$ cat src/rtl/mem_access_ctrl_pkg.sv
// Shared types for the memory access sequencer: FSM states, operation
// kind and the wait-counter width.
package mem_ctrl_pkg;
    localparam int WAIT_CNT_W = 4;

    typedef enum logic [1:0] {
        IDLE   = 2'd0,
        ACCESS = 2'd1,
        DONE   = 2'd2
    } state_t;

    typedef enum logic {
        OP_READ  = 1'b0,
        OP_WRITE = 1'b1
    } op_t;
endpackage

$ cat src/rtl/mem_access_ctrl_if.sv
// CPU-side request/response and RAM-side port bundle of the sequencer.
// slave is the sequencer's view, master the view of the surrounding system.
interface mem_access_ctrl_if #(
    parameter int DATA_WIDTH = 32,
    parameter int ADDR_WIDTH = 9
);
    logic                  read_req;
    logic                  write_req;
    logic [ADDR_WIDTH-1:0] mar_addr;
    logic [DATA_WIDTH-1:0] mdr_wdata;
    logic [DATA_WIDTH-1:0] mdr_rdata;
    logic                  mem_done;
    logic                  busy;
    logic                  mem_err;
    logic [ADDR_WIDTH-1:0] ram_addr;
    logic [DATA_WIDTH-1:0] ram_wdata;
    logic                  ram_re;
    logic                  ram_we;
    logic [DATA_WIDTH-1:0] ram_rdata;

    modport slave (
        input  read_req, write_req, mar_addr, mdr_wdata, ram_rdata,
        output mdr_rdata, mem_done, busy, mem_err,
               ram_addr, ram_wdata, ram_re, ram_we
    );

    modport master (
        output read_req, write_req, mar_addr, mdr_wdata, ram_rdata,
        input  mdr_rdata, mem_done, busy, mem_err,
               ram_addr, ram_wdata, ram_re, ram_we
    );
endinterface

$ cat src/rtl/mem_access_ctrl_wait_counter.sv
// Loadable down-counter with zero flag; holds at zero instead of wrapping.
module wait_counter
    import mem_ctrl_pkg::*;
(
    input  logic                  clock,
    input  logic                  clear,
    input  logic                  load,
    input  logic                  dec,
    input  logic [WAIT_CNT_W-1:0] load_val,
    output logic [WAIT_CNT_W-1:0] count,
    output logic                  zero
);
    logic [WAIT_CNT_W-1:0] count_reg;

    always_ff @(posedge clock or negedge clear) begin
        if (!clear) begin
            count_reg <= '0;
        end else if (load) begin
            count_reg <= load_val;
        end else if (dec && !zero) begin
            count_reg <= count_reg - WAIT_CNT_W'(1);
        end
    end

    assign count = count_reg;
    assign zero  = (count_reg == '0);
endmodule

$ cat src/rtl/mem_access_ctrl.sv
// Memory access sequencer between MAR/MDR and a word-addressed RAM.
// Optional address bounds checking: MEM_ACCESS_CTRL_BOUNDS_EN.
module mem_access_ctrl
    import mem_ctrl_pkg::*;
#(
    parameter int DATA_WIDTH  = 32,
    parameter int ADDR_WIDTH  = 9,
    parameter int WAIT_CYCLES = 1,
    parameter int MEM_SIZE    = 512
) (
    input  logic            clock,
    input  logic            clear,
    mem_access_ctrl_if.slave bus
);
    localparam logic [WAIT_CNT_W-1:0] WAIT_LOAD = WAIT_CNT_W'(WAIT_CYCLES);

    state_t                state_reg, state_next;
    op_t                   op_reg, op_next;
    logic [ADDR_WIDTH-1:0] addr_reg, addr_next;
    logic [DATA_WIDTH-1:0] wdata_reg, wdata_next;
    logic [DATA_WIDTH-1:0] rdata_reg, rdata_next;
    logic                  re_reg, re_next;
    logic                  we_reg, we_next;
    logic                  done_reg, done_next;
    logic                  busy_reg, busy_next;

    logic                  req_take;
    logic                  last_access;
    logic                  addr_oob;
    logic                  oob_q;
    logic [WAIT_CNT_W-1:0] wait_count;
    logic                  wait_zero;

    assign req_take    = (state_reg == IDLE) && (bus.read_req || bus.write_req);
    assign last_access = (state_reg == ACCESS) && wait_zero;

    wait_counter u_wait_counter (
        .clock    (clock),
        .clear    (clear),
        .load     (req_take),
        .dec      (state_reg == ACCESS),
        .load_val (WAIT_LOAD),
        .count    (wait_count),
        .zero     (wait_zero)
    );

`ifdef MEM_ACCESS_CTRL_BOUNDS_EN
    logic oob_reg;
    logic err_reg;

    assign addr_oob = (32'(bus.mar_addr) >= 32'(MEM_SIZE));

    always_ff @(posedge clock or negedge clear) begin
        if (!clear) begin
            oob_reg <= 1'b0;
            err_reg <= 1'b0;
        end else begin
            if (req_take) begin
                oob_reg <= addr_oob;
            end
            err_reg <= last_access && oob_reg;
        end
    end

    assign oob_q       = oob_reg;
    assign bus.mem_err = err_reg;
`else
    assign addr_oob    = 1'b0;
    assign oob_q       = 1'b0;
    assign bus.mem_err = 1'b0;
`endif

    // State register
    always_ff @(posedge clock or negedge clear) begin
        if (!clear) begin
            state_reg <= IDLE;
        end else begin
            state_reg <= state_next;
        end
    end

    // Next-state logic
    always_comb begin
        state_next = state_reg;
        case (state_reg)
            IDLE:    if (req_take) state_next = ACCESS;
            ACCESS:  if (wait_zero) state_next = DONE;
            DONE:    state_next = IDLE;
            default: state_next = IDLE;
        endcase
    end

    // Output logic: next values for the registered outputs. The write strobe
    // is issued one edge early so it lands in the final ACCESS cycle.
    always_comb begin
        op_next    = op_reg;
        addr_next  = addr_reg;
        wdata_next = wdata_reg;
        rdata_next = rdata_reg;
        re_next    = 1'b0;
        we_next    = 1'b0;
        done_next  = 1'b0;
        case (state_reg)
            IDLE: begin
                if (req_take) begin
                    op_next    = bus.read_req ? OP_READ : OP_WRITE;
                    addr_next  = bus.mar_addr;
                    wdata_next = bus.mdr_wdata;
                    re_next    = bus.read_req && !addr_oob;
                    we_next    = !bus.read_req && (WAIT_CYCLES == 0) && !addr_oob;
                end
            end
            ACCESS: begin
                if (wait_zero) begin
                    done_next = 1'b1;
                    if (op_reg == OP_READ) begin
                        rdata_next = oob_q ? '0 : bus.ram_rdata;
                    end
                end else begin
                    re_next = (op_reg == OP_READ) && !oob_q;
                    we_next = (op_reg == OP_WRITE) && !oob_q
                              && (wait_count == WAIT_CNT_W'(1));
                end
            end
            default: ;
        endcase
        busy_next = (state_next != IDLE);
    end

    always_ff @(posedge clock or negedge clear) begin
        if (!clear) begin
            op_reg    <= OP_READ;
            addr_reg  <= '0;
            wdata_reg <= '0;
            rdata_reg <= '0;
            re_reg    <= 1'b0;
            we_reg    <= 1'b0;
            done_reg  <= 1'b0;
            busy_reg  <= 1'b0;
        end else begin
            op_reg    <= op_next;
            addr_reg  <= addr_next;
            wdata_reg <= wdata_next;
            rdata_reg <= rdata_next;
            re_reg    <= re_next;
            we_reg    <= we_next;
            done_reg  <= done_next;
            busy_reg  <= busy_next;
        end
    end

    assign bus.ram_addr  = addr_reg;
    assign bus.ram_wdata = wdata_reg;
    assign bus.ram_re    = re_reg;
    assign bus.ram_we    = we_reg;
    assign bus.mdr_rdata = rdata_reg;
    assign bus.mem_done  = done_reg;
    assign bus.busy      = busy_reg;
endmodule

$ cat src/flat_wrapper.sv
// flat-port wrapper written by rule: the top's interface ports become plain ports
module mem_access_ctrl_flat import mem_ctrl_pkg::*;
#(
    parameter int DATA_WIDTH  = 32,
    parameter int ADDR_WIDTH  = 9,
    parameter int WAIT_CYCLES = 1,
    parameter int MEM_SIZE    = 512
)
  (clock, clear, bus_read_req, bus_write_req, bus_mar_addr, bus_mdr_wdata, bus_ram_rdata, bus_mdr_rdata, bus_mem_done, bus_busy, bus_mem_err, bus_ram_addr, bus_ram_wdata, bus_ram_re, bus_ram_we);
  mem_access_ctrl_if #(.DATA_WIDTH(DATA_WIDTH), .ADDR_WIDTH(ADDR_WIDTH)) bus_i ();
  input  logic clock;
  input  logic clear;
  input wire logic [$bits(bus_i.read_req)-1:0] bus_read_req;
  input wire logic [$bits(bus_i.write_req)-1:0] bus_write_req;
  input wire logic [$bits(bus_i.mar_addr)-1:0] bus_mar_addr;
  input wire logic [$bits(bus_i.mdr_wdata)-1:0] bus_mdr_wdata;
  input wire logic [$bits(bus_i.ram_rdata)-1:0] bus_ram_rdata;
  output wire logic [$bits(bus_i.mdr_rdata)-1:0] bus_mdr_rdata;
  output wire logic [$bits(bus_i.mem_done)-1:0] bus_mem_done;
  output wire logic [$bits(bus_i.busy)-1:0] bus_busy;
  output wire logic [$bits(bus_i.mem_err)-1:0] bus_mem_err;
  output wire logic [$bits(bus_i.ram_addr)-1:0] bus_ram_addr;
  output wire logic [$bits(bus_i.ram_wdata)-1:0] bus_ram_wdata;
  output wire logic [$bits(bus_i.ram_re)-1:0] bus_ram_re;
  output wire logic [$bits(bus_i.ram_we)-1:0] bus_ram_we;
  assign bus_i.read_req = bus_read_req;
  assign bus_i.write_req = bus_write_req;
  assign bus_i.mar_addr = bus_mar_addr;
  assign bus_i.mdr_wdata = bus_mdr_wdata;
  assign bus_i.ram_rdata = bus_ram_rdata;
  assign bus_mdr_rdata = bus_i.mdr_rdata;
  assign bus_mem_done = bus_i.mem_done;
  assign bus_busy = bus_i.busy;
  assign bus_mem_err = bus_i.mem_err;
  assign bus_ram_addr = bus_i.ram_addr;
  assign bus_ram_wdata = bus_i.ram_wdata;
  assign bus_ram_re = bus_i.ram_re;
  assign bus_ram_we = bus_i.ram_we;
  mem_access_ctrl #(.DATA_WIDTH(DATA_WIDTH), .ADDR_WIDTH(ADDR_WIDTH), .WAIT_CYCLES(WAIT_CYCLES), .MEM_SIZE(MEM_SIZE)) u_core (.clock(clock), .clear(clear), .bus(bus_i));
endmodule
$ cat config.mk
export PLATFORM = sky130hd
export DESIGN_NAME = mem_access_ctrl_flat
export DESIGN_NICKNAME = d
export VERILOG_FILES = /design/src/rtl/mem_access_ctrl_pkg.sv /design/src/rtl/mem_access_ctrl_if.sv /design/src/rtl/mem_access_ctrl_wait_counter.sv /design/src/rtl/mem_access_ctrl.sv /design/src/flat_wrapper.sv
export SDC_FILE = /design/constraint.sdc
export NUM_CORES = 1
export LEC_CHECK = 0
export CAP_MARGIN = 20
export CORE_MARGIN = 3
export CORE_UTILIZATION = 46
export CTS_BUF_LIST = sky130_fd_sc_hd__clkbuf_8
export DETAILED_ROUTE_END_ITERATION = 10
export PLACE_DENSITY = 0.95
export SLEW_MARGIN = 20
export SYNTH_ARGS = -nofsm -noshare
export SYNTH_HDL_FRONTEND = slang
export SYNTH_HIERARCHICAL = 1
export SYNTH_SLANG_ARGS = --single-unit
$ cat constraint.sdc
create_clock -name clock -period 4 [get_ports clock]
set_input_delay 0.6 -clock clock [delete_from_list [all_inputs] [get_ports clock]]
set_output_delay 0.6 -clock clock [all_outputs]
set_load 0.005 [all_outputs]
# Word-level counts from Yosys, hierarchy flattened
# Cells that the tools add are included.
# word_totals
latchBits	0
mem_bits_rw	0
reg_bits	84
inputBits	77
n_memories	0
wordCells	38
romBits	0
# classes
n_addsub	1
bitwise_logic	1
n_mux	13
shift	0
order_cmp	0
n_reduce_logical	11
mul	0
div	0
n_eq_ne	2
# ops
cell	n
$mux W4	2
$mux W1	7
$eq A4 B1 Y1 const B	1
$logic_not A4 Y1	1
$mux W2	2
$pmux W2 S2	1
$reduce_bool A2 Y1	2
$sub A4 B1 Y4 const B	1
$logic_and A1 B1 Y1	3
$reduce_and A3 Y1	1
$eq A2 B1 Y1 const B	1
$logic_not A2 Y1	1
$pmux W1 S2	1
$reduce_and A2 Y1	1
$logic_not A1 Y1	1
$logic_or A1 B1 Y1	1
$not A1 Y1	1

# Logic depth before layout (Yosys ltp)
# depth
word_depth	5
depth_mapped	8

# Modules after synthesis
# The synthesis kept the hierarchy.
# modules_own_cells
module	n_inst	cells_each	area_per_inst_um2
mem_access_ctrl	1	181	3134.3
wait_counter	1	27	270.3

# Worst setup path after synthesis
# OpenSTA, ideal clock, no wires.
# synth_path
path_type	register to register
startpoint	reg u_core.u_wait_counter.count_reg[0], in the netlist u_core/u_wait_counter/count[0]
endpoint	reg u_core.rdata_reg[10], in the netlist u_core/bus.mdr_rdata[10]
setup_slack_ns	1.991
required_time_ns	3.875
period_less_slack_ns	2.009
arrival_time_ns	1.884
path_buffers	2
stages_incl_launch_ff	9
setup_time_ns	0.125
path_cell_list	dfrtp_1 -> inv_1 -> ha_1 -> nor3b_2 -> and3b_1 -> nor2b_4 -> buf_6 -> buf_6 -> mux2_4
# synth_between
elab_chain_len	2
# synth_rtl
item	line_no	rtl
start, declared	mem_access_ctrl_wait_counter.sv:13	logic [WAIT_CNT_W-1:0] count_reg;
start signal, assigned	mem_access_ctrl_wait_counter.sv:19	count_reg <= load_val;
start signal, assigned	mem_access_ctrl_wait_counter.sv:21	count_reg <= count_reg - WAIT_CNT_W'(1);
$logic_not A4 Y1	mem_access_ctrl_wait_counter.sv:26	assign zero = (count_reg == '0);
via u_core.wait_zero	mem_access_ctrl.sv:32	logic wait_zero;
$reduce_and A3 Y1 (no line)	n/a	
end signal, assigned	mem_access_ctrl.sv:144	rdata_reg <= rdata_next;
end, declared	mem_access_ctrl.sv:21	logic [DATA_WIDTH-1:0] rdata_reg, rdata_next;
# The timed path passes the listed nets, and every way through them passes these cells.
# A chain may end at the register's enable or synchronous reset.

# Worst setup path in the final report
# Ends and elaborated chain as after synthesis.

==> implementation parameters <==
Parameter                              Value

Placed design
  Placer congestion estimate    0.8283
  IO Port Bufs    153
  HPWL after detailed placement    6043 um
  Placed standard-cell area    0.004986 mm^2

Yosys
  Number of flip-flops and latches in the synthesized netlist    84
  Mapped Avg Cell Area    16.37 um^2
  Sequential element share of the synthesized area    0.6174
  Synthesized instance count    208
  EDFF count, synth    0
  Distinct cell type count after synthesis    31
  Async S/R FF share, synth    1.000
  Count of synthesis-stage warnings from yosys    6
  Area of the mapped netlist    0.003405 mm^2
  Top FF cell, synth    sky130_fd_sc_hd__dfrtp_1

Clock tree
  Clock buffers created by TritonCTS    9
  CTS tree    built
  Largest buffer count on any clock path    2
  Hold buffers post-CTS    0
  Clock latency of the later-clocked register in the worst-skew pair    340 ps
  Post-CTS setup repair buffer count    0
  Number of sinks handled by clock tree synthesis    84
  Total number of H-tree levels    3
  Root Buffer    sky130_fd_sc_hd__clkbuf_8
  Count of instances resized after the clock tree is built    0
  Clock edge transition at the registers on the reported setup and hold paths    80 ps

Layout
  Most common cell after layout, fill and taps aside    sky130_fd_sc_hd__clkdlybuf4s50_1
  Post-layout nets    445
  Fraction of final layout cells with drive strength greater than 1    0.2554
  Area added between synthesis and finish    52.44%
  Commonest non-fill, non-tap cells in the layout    152 x sky130_fd_sc_hd__clkdlybuf4s50_1, 84 x sky130_fd_sc_hd__dfrtp_1, 42 x sky130_fd_sc_hd__mux2_2, 30 x sky130_fd_sc_hd__mux2_4, 10 x sky130_fd_sc_hd__clkbuf_8
  Cell area after layout    0.005190 mm^2
  Diodes inserted    0

Critical path
  CP Max Fanout    19
  Logic depth of the worst register-to-register path    7
  Slowest cell on crit path    sky130_fd_sc_hd__nor2b_4
  Sum of buffers and inverters on the critical path    2
  R2r endpoint    u_core/bus.mdr_rdata[10]
  Critical path launch point type    flop
  Largest delay share family, worst path    simple AND/OR/NAND/NOR gates
  Max stage delay on crit path    600 ps
  WP data required    4220 ps
  Worst setup path startpoint    u_core/u_wait_counter/count[0]
  Sort of element at the end of the critical path    flop
  Crit. path cell count    7
  Slack of the worst reg-to-reg path    1240 ps
  Cell-by-cell listing of the critical path    inv_1, ha_1, nor3b_2, and3b_1, nor2b_4, buf_4, mux2_4
  R2R Path Start    u_core/u_wait_counter/count[0]
  WP data arrival    2980 ps
  Critical Setup Path Class    reg2reg
  Worst setup path endpoint    u_core/bus.mdr_rdata[10]

Route
  Final routed wire length divided by cell count    17.09 um
  Routed Antenna Nets    0
  Final wirelength    7997 um
  Remaining design rule violation count    0
  Number of vias after detailed routing    2264
  Number of DRC markers after the initial detailed-route iteration    32
  DR vias/cell    4.838
  Router iterations before antenna repair    4

Power
  Leakage    2.205 nW
  Total power consumption of the routed design    4.020 mW
  Peak supply drop    0.0004896 V
  Pwr Density    774.6 mW/mm^2

STA
  Worst slew margin relative to its limit    0.3358
  Final Hold Vio Count    0
  RSZ-0062 raised after global routing    false
  Fmax    362.4 MHz
  Actual transition at the worst max-transition pin    994.8 ps
  Hold slack    307.5 ps
  Time the worst path needs with I/O delays and setup    2759 ps
  Pins over their slew limit    0
  Crit share post-route    0.6898
  Post-Route Setup TNS    0 ps
  Clk_skew    11.17 ps
  Setup violations, final    0

Floorplanning
  Total die area    0.008470 mm^2
  Horizontal extent of the die    92.03 um
  Die Y    92.03 um
  Top-Level Pins    155
  Number of core rows    30
  Area inside the core boundary    0.006982 mm^2
  Initial Utilization    0.4876

Flow run
  Total of max-cap violations    0

Run status
  Run status    finished, final reports clean

Global routing
  Remaining global-route overflow    0
  Number of antenna violations at the first check in global routing    0
  Global-route wire length before repair    12590 um
  Total GRT Usage    0.1924
  Pin count of the biggest net entering global routing    85
  Vias in the first global route    2454

Min path
  Path class of the lowest-slack min-delay path    in2async
==> synthesized netlist by cell type (2+ instances only) <==
library cell,count,area share
sky130_fd_sc_hd__a21oi_1,3,0.0044
sky130_fd_sc_hd__and3b_1,2,0.0051
sky130_fd_sc_hd__buf_4,5,0.011
sky130_fd_sc_hd__buf_6,5,0.017
sky130_fd_sc_hd__conb_1,2,0.0022
sky130_fd_sc_hd__dfrtp_1,84,0.62
sky130_fd_sc_hd__inv_1,4,0.0044
sky130_fd_sc_hd__mux2_2,42,0.14
sky130_fd_sc_hd__mux2_4,30,0.13
sky130_fd_sc_hd__nand2_1,4,0.0044
sky130_fd_sc_hd__nor2_1,3,0.0033
sky130_fd_sc_hd__nor3_1,2,0.0029
sky130_fd_sc_hd__o21ai_0,4,0.0059
==> cells by family (layout without fill, tap and decap cells) <==
| family | Yosys count | count (layout) | share of synthesized area |
|---|---|---|---|
| buffers and inverters | 15 | 176 | 0.03307 |
| multiplexers | 74 | 74 | 0.2775 |
| adder cells (fa/ha/maj) | 1 | 1 | 0.003675 |
| AO/OA/AOI/OAI | 11 | 11 | 0.02168 |
| other | 2 | 5 | 0.002206 |
| AND/OR/NAND/NOR | 21 | 21 | 0.04447 |
| flip-flops | 84 | 84 | 0.6174 |
==> per-stage QoR <==
stage | std cells | setup WS, ps | utilization
after floorplan | 211 | 1991 | -
after global placement | 452 | 1357 | 0.7142
after detailed placement | 452 | 1265 | 0.7142
after CTS | 468 | 1243 | 0.7428
after global routing | 468 | 1087 | 0.7434
final | 468 | 1241 | 0.7434
==> where the power goes <==
| part | internal, mW | switching, mW |
|---|---|---|
| combinational | 1.30 | 0.576 |
| sequential | 1.28 | 0.264 |
| clock | 0.304 | 0.289 |
| total | 2.89 | 1.13 |
==> worst min-delay path by stage <==
stage | start | to | slack (ps) | depth (start not counted)
final | clear | u_core/bus.ram_wdata[11] | 310 | 1
after global routing | clear | u_core/bus.ram_wdata[16] | 350 | 1
after CTS | clear | u_core/bus.ram_wdata[11] | 470 | 1
after detailed placement | u_core/bus.mdr_rdata[25] | u_core/bus.mdr_rdata[25] | 490 | 1
after global placement | u_core/bus.ram_wdata[26] | u_core/bus.ram_wdata[26] | 470 | 1
after floorplan | clear | u_core/bus.busy | 300 | 0
==> routing by layer <==
metal	routed length, um	global-route usage	vias up
met5	0	0	-
met4	110	0.05941	0
met3	662	0.05578	14
met2	4249	0.3455	100
met1	2975	0.2209	1104
li1	-	-	1046
==> cell type report <==
type | count | area [um^2]
Tap cell | 96 | 120.1
Sequential cell | 84 | 2102
Multi-Input combinational cell | 112 | 1201
Inverter | 5 | 18.77
Clock buffer | 10 | 137.6
Fill cell | 462 | 1792
Clock inverter | 6 | 62.56
Timing Repair Buffer | 155 | 1548
No activity file was read; power rests on OpenSTA's default activity.
==> variant 1 (config.mk and constraints unchanged) <==
`ADDR_WIDTH` is set to 9 in 3 places; all go to 8.
--- a/src/rtl/mem_access_ctrl_if.sv
+++ b/src/rtl/mem_access_ctrl_if.sv
@@ -2,7 +2,7 @@
 // slave is the sequencer's view, master the view of the surrounding system.
 interface mem_access_ctrl_if #(
     parameter int DATA_WIDTH = 32,
-    parameter int ADDR_WIDTH = 9
+    parameter int ADDR_WIDTH = 8
 );
     logic                  read_req;
     logic                  write_req;
--- a/src/rtl/mem_access_ctrl.sv
+++ b/src/rtl/mem_access_ctrl.sv
@@ -4,7 +4,7 @@
     import mem_ctrl_pkg::*;
 #(
     parameter int DATA_WIDTH  = 32,
-    parameter int ADDR_WIDTH  = 9,
+    parameter int ADDR_WIDTH  = 8,
     parameter int WAIT_CYCLES = 1,
     parameter int MEM_SIZE    = 512
 ) (
--- a/src/flat_wrapper.sv
+++ b/src/flat_wrapper.sv
@@ -2,7 +2,7 @@
 module mem_access_ctrl_flat import mem_ctrl_pkg::*;
 #(
     parameter int DATA_WIDTH  = 32,
-    parameter int ADDR_WIDTH  = 9,
+    parameter int ADDR_WIDTH  = 8,
     parameter int WAIT_CYCLES = 1,
     parameter int MEM_SIZE    = 512
 )
Interface: changed (resized bus_mar_addr and bus_ram_addr); port bits go from 155 to 153. No check against the original RTL was run, so the function may have changed too.
==> variant 1 against the unedited design <==
Routed wire length is 1.7% lower; area after synthesis is 0.15% higher; sequential cell count decreased by 1; total power increased by 1.1%; core utilization down 0.48 points; setup slack better by 240 ps; final area shrank 0.65%; clock power increased by 16%; largest power group unchanged.
==> variant 1: results <==
group,metric,value,unit
status,status,"finished clean",
placed_design,hpwl,5814,microns
global_route,grt_max_degree,84,
final_layout,multi_input_cells,111,
pwr,leakagePower,2.193,nW
synthesis,seq_area_frac_synth,60.92,%
final_layout,multi_input_area_share,23.08,%
detailed_routing,post_drt_via_cell_ratio,4.727,
detailed_routing,wl_per_cell,17.02,microns
final_layout,seq_area,2077,sq um
placed_design,place_area,4922,sq um
placed_design,dpl_worst_slack,1348,ps
global_route,grt_pass1_vias,2410,
critical_path,crit_fanout,32,
synthesis,syn_inst,206,
detailed_routing,dr_wl_met3,538,microns
detailed_routing,drt-met1-wl,2945,microns
final_layout,buf_share,29.48,%
detailed_routing,wl_met2,4309,microns
timing,fin_skew,7.864,ps
final_layout,syn_to_final_growth,51.23,%
critical_path,crit_path_max_incr_delay,480,ps
placed_design,port_buffers,151,
synthesis,syn_avg_cell_area,16.55,sq um
detailed_routing,via_count,2184,
global_route,grt_util_met3,6.481,%
final_layout,buffers_excl_clock,152,
global_route,grt_pass1_wl,12500,microns
global_route,global_route.usage.met1,21.54,%
final_layout,fin_nets,439,
global_route,track_usage,19.00,%
timing,holdWs,292.5,ps
placed_design,dp.cells,447,
timing,fin_crit,2521,ps
final_layout,fillers,479,
cts,cts_buffer_depth,2,
critical_path,r2r_setup_slack,1480,ps
critical_path,critPathCapture,"u_core/bus.mdr_rdata[31]$_DFFE_PN0P_",
final_layout,drive_above_1_share,25.41,%
synthesis,ys_top_cells_by_area,"dfrtp_1 (61%), mux2_2 (14%), mux2_4 (13%)",
final_layout,flops_and_latches,83,
detailed_routing,drtIter0Drc,58,
timing,tightest_slew,958.0,ps
[variant 1: cell types whose count changed in the layout (fill, tap and decap cells not counted)]
cell / delta
bufinv_16: +2
clkdlybuf4s50_1: -2
buf_4: -1
clkbuf_8: -1
clkinvlp_4: -1
dfrtp_1: -1
inv_6: -1
mux2_1: -1
[variant 1: kinds of logic after synthesis]
group                    Yosys count  share of synthesized area [%]
AO/OA/AOI/OAI                     11                          2.165
adder cells (fa/ha/maj)            1                         0.3669
other                              2                         0.2203
AND/OR/NAND/NOR                   21                          4.441
buffers and inverters             15                          4.514
multiplexers                      73                          27.38
flip-flops                        83                          60.92
[variant 1: report_power, final]
part	switching (mW)	internal [mW]	total (mW)
clock	0.280	0.408	0.688
combinational	0.576	1.29	1.86
sequential	0.244	1.27	1.51
total	1.10	2.96	4.06
[variant 1: critical path, delay by kind of cell, from the launching register on]
kind                       cells  cell delay, ps
muxes                          1             410
buffers and inverters          2             560
adders and majority gates      1             190
and+or+nand+nor                3             780
DFF                            1             440
==> variant 2 (config.mk and constraints unchanged) <==
Made on the original files. `addr_reg`, `wdata_reg` and `rdata_reg` no longer have a reset.
--- a/src/rtl/mem_access_ctrl.sv
+++ b/src/rtl/mem_access_ctrl.sv
@@ -130,23 +130,23 @@
     always_ff @(posedge clock or negedge clear) begin
         if (!clear) begin
             op_reg    <= OP_READ;
-            addr_reg  <= '0;
-            wdata_reg <= '0;
-            rdata_reg <= '0;
             re_reg    <= 1'b0;
             we_reg    <= 1'b0;
             done_reg  <= 1'b0;
             busy_reg  <= 1'b0;
         end else begin
             op_reg    <= op_next;
-            addr_reg  <= addr_next;
-            wdata_reg <= wdata_next;
-            rdata_reg <= rdata_next;
             re_reg    <= re_next;
             we_reg    <= we_next;
             done_reg  <= done_next;
             busy_reg  <= busy_next;
         end
+    end
+
+    always_ff @(posedge clock) begin
+        addr_reg  <= addr_next;
+        wdata_reg <= wdata_next;
+        rdata_reg <= rdata_next;
     end
 
     assign bus.ram_addr  = addr_reg;
Formal check against the unedited RTL: not equivalent (a bounded check fails within 4 cycles, from zero or initial values; the reset may be asserted at any time).
==> variant 2 against the unedited design <==
Critical path depth down 3; routed wire length is 9.8% lower; area after synthesis is 18% lower; sequential cell count unchanged; final area shrank 11%; setup slack better by 460 ps; hold slack improved by 260 ps; critical endpoint is now u_core/bus.ram_wdata[28]$_DFFE_PP_; highest routed layer unchanged.
Power is not compared: it rests on default switching activity, and its combinational part moved more than twofold at a synthesized area within 25%.
==> variant 2: results <==
group,metric,value,unit
detailed_routing,drtIter0Drc,110,
timing,min_period_over_period,57.60,%
final_layout,seq_area,2467,sq um
final_layout,clkbuf_count,9,
synthesis,seq_area_frac_synth,88.23,%
status,status,"finished clean",
critical_path,cpMaxStageDelayCell,"nor3_4",
critical_path,reg2regPathDepth,6,
critical_path,cp-startpoint,"bus_read_req",
placed_design,hpwl,5421,microns
timing,fin_skew,13.36,ps
synthesis,async_flop_share,13.10,%
final_layout,buf_share,33.52,%
synthesis,muxShareOfSynthArea,0,%
synthesis,yosys-top-cells-count,"edfxtp_1 (73), dfrtp_1 (11), inv_1 (4)",
final_layout,drive_above_1_share,8.333,%
critical_path,crit_path_max_incr_delay,580,ps
final_layout,clk_share,4.177,%
detailed_routing,post_drt_via_cell_ratio,4.798,
placed_design,dpl_worst_slack,1337,ps
synthesis,synth_compound_area_share,2.864,%
final_layout,fin_nets,373,
placed_design,place_area,4420,sq um
critical_path,r2r_setup_slack,1770,ps
synthesis,ys_types,30,
critical_path,timing.rr.end,"u_core/bus.mdr_rdata[16]$_DFFE_PP_",
timing,relSlewSlack,50.59,%
global_route,grt_max_degree,34,
detailed_routing,wl_per_cell,19.40,microns
worst_hold_path,hold_class,"reg2reg",
critical_path,worst-endpoint-arrival,2300,ps
final_layout,inverters,4,
global_route,grt_pass1_vias,1817,
critical_path,crit_fanout,33,
final_layout,multi_input_area,301.5,sq um
final_layout,multi_input_cells,41,
## variant 2: cell count changes in the layout (fill, tap and decap cells not counted), sizes merged, moves of 2 or more
cell and change:
clkinvlp +2, or3b +2, o21ai -2, dfrtp -73
inv -2, edfxtp +73, mux2 -73, nor3 +2
## variant 2: stage by stage
stage	total power [mW]	util (%)	cells	hold slack (ps)
global placement	2.000	77.43	356	541.2
finish	2.600	80.80	372	564.4
global route	2.742	80.80	372	572.8
CTS	2.618	80.80	372	559.6
floorplan	1.596	-	133	304.4
detailed placement	2.042	77.43	356	540.6
## variant 2: layer usage
layer | part of all wire [%] | up-vias | global-route usage (%)
met2 | 54 | 93 | 38.32
met5 | 0 | - | 0
li1 | - | 822 | -
met3 | 6.3 | 6 | 4.344
met4 | 0.91 | 0 | 7.018
met1 | 38 | 864 | 25.91
## variant 2: worst max-delay path: cells and delay by family
| kind | cells | cell delay [ps] |
|---|---|---|
| buffers and inverters | 2 | 1000 |
| AND/OR/NAND/NOR | 2 | 680 |
